$ cat src/rtl/game_input_bank.sv
// Per-channel button conditioner: polarity fix, 2-flop sync, debounce, edge strobes and auto-repeat.
// The release strobe port is named release_o because "release" is a reserved SystemVerilog keyword.
module game_input_bank #(
    parameter int                N_CH            = 6,
    parameter logic [N_CH-1:0]   ACTIVE_LOW_MASK = 6'b000111,
    parameter int                DB_CYCLES       = 4,
    parameter logic [N_CH-1:0]   REPEAT_MASK     = 6'b011011,
    parameter int                REPEAT_DELAY    = 20,
    parameter int                REPEAT_RATE     = 5
) (
    input  logic            clk_game,
    input  logic            reset,
    input  logic            flush,
    input  logic [N_CH-1:0] raw_in,
    output logic [N_CH-1:0] level,
    output logic [N_CH-1:0] press,
    output logic [N_CH-1:0] release_o,
    output logic [N_CH-1:0] rpt
);

    localparam int DBW    = (DB_CYCLES > 1) ? $clog2(DB_CYCLES) : 1;
    localparam int RC_MAX = (REPEAT_DELAY > REPEAT_RATE) ? REPEAT_DELAY : REPEAT_RATE;
    localparam int RCW    = $clog2(RC_MAX + 1);

    localparam logic [DBW-1:0] DB_LAST    = DBW'(DB_CYCLES - 1);
    localparam logic [RCW-1:0] DELAY_LAST = RCW'(REPEAT_DELAY - 1);
    localparam logic [RCW-1:0] RATE_LAST  = RCW'(REPEAT_RATE - 1);

    typedef enum logic [1:0] {
        RS_IDLE = 2'd0,
        RS_ARM  = 2'd1,
        RS_RUN  = 2'd2
    } rpt_state_e;

    for (genvar i = 0; i < N_CH; i++) begin : g_ch
        localparam bit MASKED = REPEAT_MASK[i];

        logic            s1_q, s2_q;
        logic            level_q, level_d;
        logic            press_q, press_d;
        logic            rel_q, rel_d;
        logic            rpt_q, rpt_d;
        logic [DBW-1:0]  dbc_q, dbc_d;
        logic [RCW-1:0]  rc_q, rc_d;
        rpt_state_e      st_q, st_d;
        logic            rise, fall, auto_pulse;

        always_comb begin
            level_d    = level_q;
            dbc_d      = dbc_q;
            rise       = 1'b0;
            fall       = 1'b0;
            st_d       = st_q;
            rc_d       = rc_q;
            auto_pulse = 1'b0;

            if (s2_q == level_q) begin
                dbc_d = '0;
            end else if (dbc_q == DB_LAST) begin
                level_d = s2_q;
                dbc_d   = '0;
                rise    = s2_q;
                fall    = ~s2_q;
            end else begin
                dbc_d = dbc_q + 1'b1;
            end

            // A falling level always wins so no repeat pulse can coincide with release.
            if (MASKED) begin
                if (fall) begin
                    st_d = RS_IDLE;
                    rc_d = '0;
                end else begin
                    case (st_q)
                        RS_IDLE: begin
                            if (rise) begin
                                st_d = RS_ARM;
                                rc_d = '0;
                            end
                        end
                        RS_ARM: begin
                            if (rc_q == DELAY_LAST) begin
                                auto_pulse = 1'b1;
                                st_d       = RS_RUN;
                                rc_d       = '0;
                            end else begin
                                rc_d = rc_q + 1'b1;
                            end
                        end
                        RS_RUN: begin
                            if (rc_q == RATE_LAST) begin
                                auto_pulse = 1'b1;
                                rc_d       = '0;
                            end else begin
                                rc_d = rc_q + 1'b1;
                            end
                        end
                        default: begin
                            st_d = RS_IDLE;
                            rc_d = '0;
                        end
                    endcase
                end
            end

            press_d = rise;
            rel_d   = fall;
            rpt_d   = rise | auto_pulse;

            // Flush leaves the synchronisers alone so a held button re-debounces from s2.
            if (flush) begin
                level_d = 1'b0;
                dbc_d   = '0;
                rc_d    = '0;
                st_d    = RS_IDLE;
                press_d = 1'b0;
                rel_d   = 1'b0;
                rpt_d   = 1'b0;
            end
        end

        always_ff @(posedge clk_game or posedge reset) begin
            if (reset) begin
                s1_q    <= 1'b0;
                s2_q    <= 1'b0;
                level_q <= 1'b0;
                dbc_q   <= '0;
                rc_q    <= '0;
                st_q    <= RS_IDLE;
                press_q <= 1'b0;
                rel_q   <= 1'b0;
                rpt_q   <= 1'b0;
            end else begin
                s1_q    <= raw_in[i] ^ ACTIVE_LOW_MASK[i];
                s2_q    <= s1_q;
                level_q <= level_d;
                dbc_q   <= dbc_d;
                rc_q    <= rc_d;
                st_q    <= st_d;
                press_q <= press_d;
                rel_q   <= rel_d;
                rpt_q   <= rpt_d;
            end
        end

        assign level[i]     = level_q;
        assign press[i]     = press_q;
        assign release_o[i] = rel_q;
        assign rpt[i]       = rpt_q;
    end

endmodule
$ cat config.mk
export PLATFORM = sky130hd
export DESIGN_NAME = game_input_bank
export DESIGN_NICKNAME = d
export VERILOG_FILES = /design/src/rtl/game_input_bank.sv
export SDC_FILE = /design/constraint.sdc
export NUM_CORES = 1
export LEC_CHECK = 0
export CAP_MARGIN = 10
export CORE_ASPECT_RATIO = 1.75
export CORE_MARGIN = 3
export CORE_UTILIZATION = 50
export CTS_CLUSTER_DIAMETER = 60
export DETAILED_ROUTE_END_ITERATION = 16
export GPL_TIMING_DRIVEN = 0
export PLACE_DENSITY = 0.83
export SYNTH_ARGS = -nofsm -noshare
export SYNTH_HDL_FRONTEND = slang
export SYNTH_SLANG_ARGS = --single-unit
$ cat constraint.sdc
create_clock -name clk_game -period 4.5 [get_ports clk_game]
set_input_delay 0.675 -clock clk_game [delete_from_list [all_inputs] [get_ports clk_game]]
set_output_delay 0.675 -clock clk_game [all_outputs]
set_load 0.01 [all_outputs]
==> impl_metrics.yaml <==
clocking:
  cts_tree: "done"
  hold_buffers: 0
  clk_pin_slew_ps: 50
  h-tree-depth: 3
  cts_buffers: 9
  insertion_delay_ps: 330
  postCtsSetupRepairBufs: 0
  cts.sinks: 74
  ctsResizeCount: 0
  cts-root-buf: "clkbuf_16"
  clockBufferDepth: 2
logic_synthesis:
  netlist_area_sq_um: 3800
  ys_warn_count: 0
  yosysMostFrequentCell: "dfrtp_1"
  async_reset_ff_share_pct: 100
  avgSynthCellArea_sq_um: 10.7
  yosys.area.top_type_share_pct: 48.7
  synth_common_cells: "dfrtp_1, inv_1, ha_1"
  synthTopCellsByArea: "dfrtp_1, ha_1, buf_4, inv_1, o31ai_1"
  yosys.area.top_type: "dfrtp_1"
  netlist_instances: 356
  synth_cell_types: 49
  synth_flop_cell: "dfrtp_1"
  synth.ff_latch_count: 74
  yosysSeqAreaShare_pct: 48.7
  synth_edf_count: 0
  syn-num-nets: 395
sta:
  whs_ps: 349
  worstMarginPinSlew_ps: 867
  period_share_pct: 46.8
  hold_viol: 0
  setup_violations: 0
  fmax_mhz: 475
  drv_slew: 0
  rsz0062_at_grt: "false"
  clock_skew_ps: 4.85
  relSlewSlack_pct: 42.2
  finalCriticalPeriod_ps: 2100
  tns_ps: 0
pwr:
  leakage_uw: 0.00207
  power_frac_clock_pct: 37.7
  switching_share_pct: 28.9
  p_int_uw: 1320
  seq_power_share_pct: 40.1
  peakVddDrop_mv: 0.289
  combPwrFrac_pct: 22.2
  power.switching_uw: 538
  power_density_nw_per_um2: 412
final_layout:
  n_antenna_cell: 0
  nets: 437
  fillers: 601
  drive_gt1_share_pct: 11.9
  synthToLayoutAreaGrowth_pct: 18.9
setup_path:
  critical_path_required_ps: 3830
  path_class: "reg -> out"
  startpoint_type: "register"
  cp_max_fo: 6
  cpLargestDelayFamily: "buffers and inverters"
  crit_chain: "buf_4, clkdlybuf4s50_1"
  slowest_stage: "clkdlybuf4s50_1"
  slowest_delay_ps: 520
  path_buf_inv: 2
  crit_arrival_ps: 1430
  cp-end-kind: "output pin"
place:
  gp_congestion: 0.839
  dp_hpwl_mm: 4.87
  io_buffers: 31
status:
  outcome: "completed"
grt:
  track_usage_pct: 18.3
  grt_max_degree: 75
  grt_first_pass_wirelength_mm: 12.5
  antenna_found_initial: 0
  grt_pass1_vias: 2809
  overflow: 0
detailed_routing:
  wirelength_mm: 7.02
  ant_nets: 0
  drt_pass1_iterations: 4
  wl_per_cell_um: 14.4
  vias_per_cell: 5.53
  drcViolationCount: 0
  vias: 2703
  drt_iter0_markers: 131
hold_path:
  min_path_type: "reg -> reg"
die:
  die_w_um: 71.9
  pin_count: 33
  die_h_um: 121
  coreArea_sq_um: 7280
  rows: 41
  die_area_sq_um: 8730
  start_util_pct: 52.2
flow_run:
  max_cap_violations: 0
==> power by group through the flow <==
stage	Sequential [uW]	Clock, uW	Combinational, uW
floorplan	749	0	323
global placement	754	0	394
detailed placement	756	0	413
CTS	746	720	417
global route	753	751	480
finish	747	701	414
==> kinds of logic after synthesis <==
group                    synth area share, %
buffers and inverters                   9.61
XOR/XNOR                                1.15
flip-flops                              48.7
multiplexers                            2.17
AND/OR/NAND/NOR                         15.7
AO/OA/AOI/OAI                           12.8
adder cells (fa/ha/maj)                 9.87
==> placed cells by master, fill, tap and decap left out, types with 6 or more instances in the layout <==
| cell type | count |
|---|---|
| nand3_1 | 8 |
| clkbuf_1 | 6 |
| nand2_1 | 19 |
| o31ai_1 | 14 |
| a21oi_1 | 10 |
| buf_4 | 24 |
| mux2i_1 | 6 |
| nor2_1 | 23 |
| inv_1 | 37 |
| clkbuf_16 | 9 |
| ha_1 | 30 |
| clkdlybuf4s50_1 | 31 |
| dfrtp_1 | 74 |
| o21ai_0 | 8 |
| nand3b_1 | 6 |
==> metal layers <==
metal,GRT usage [%],vias to the layer above,wire length [um]
li1,-,1321,-
met5,0,-,0
met2,31.9,39,3760
met3,4.23,15,195
met1,20.8,1328,2870
met4,8.35,0,199
==> final timing paths <==
| check | start | to | slack, ps | depth (start not counted) |
|---|---|---|---|---|
| min in group asynchronous | reset | g_ch[1].s2_q$_DFF_PP0_ | 900 | 2 |
| max in group asynchronous | reset | g_ch[1].press_q$_DFF_PP0_ | 3060 | 2 |
| worst max register to register | g_ch[3].st_q[1]$_DFFE_PP0P_ | g_ch[3].rc_q[0]$_DFFE_PP0P_ | 2510 | 6 |
| worst max-delay path | g_ch[3].level_q$_DFFE_PP0P_ | level[3] | 2400 | 2 |
| worst min-delay path | g_ch[0].s1_q$_DFF_PP0_ | g_ch[0].s2_q$_DFF_PP0_ | 350 | 0 |
| worst min register to register | g_ch[0].s1_q$_DFF_PP0_ | g_ch[0].s2_q$_DFF_PP0_ | 350 | 0 |
==> through the flow <==
step	instance area (sq um)	worst slack [ps]	total power [uW]	util, %	std cells
finish	4520	2400	1860	62.1	489
global route	4520	2340	1980	62.1	489
CTS	4520	2380	1880	62.1	489
detailed placement	4220	2340	1170	58.0	473
global placement	4220	836	1150	57.9	473
floorplan	3800	1940	1070	-	356
==> registers in the layout, indices dropped and copies added, names as in the netlist <==
| signal | flops |
|---|---|
| g_ch.st_q | 8 |
| g_ch.rc_q | 20 |
| g_ch.dbc_q | 12 |
| g_ch.press_q | 4 |
| g_ch.rpt_q | 6 |
| g_ch.level_q | 6 |
| g_ch.s2_q | 6 |
| g_ch.s1_q | 6 |
| g_ch.rel_q | 6 |
==> layout make-up <==
type | instances | area (sq um) | area share, %
timing repair buffer | 31 | 310 | 6.86
clock buffer | 12 | 246 | 5.45
multi-input combinational | 213 | 1590 | 35.1
buffer | 31 | 223 | 4.93
inverter | 38 | 145 | 3.21
sequential | 74 | 1850 | 41.0
clock inverter | 4 | 51.3 | 1.13
tap | 86 | 108 | 2.38
No activity file was read; power rests on OpenSTA's default activity.
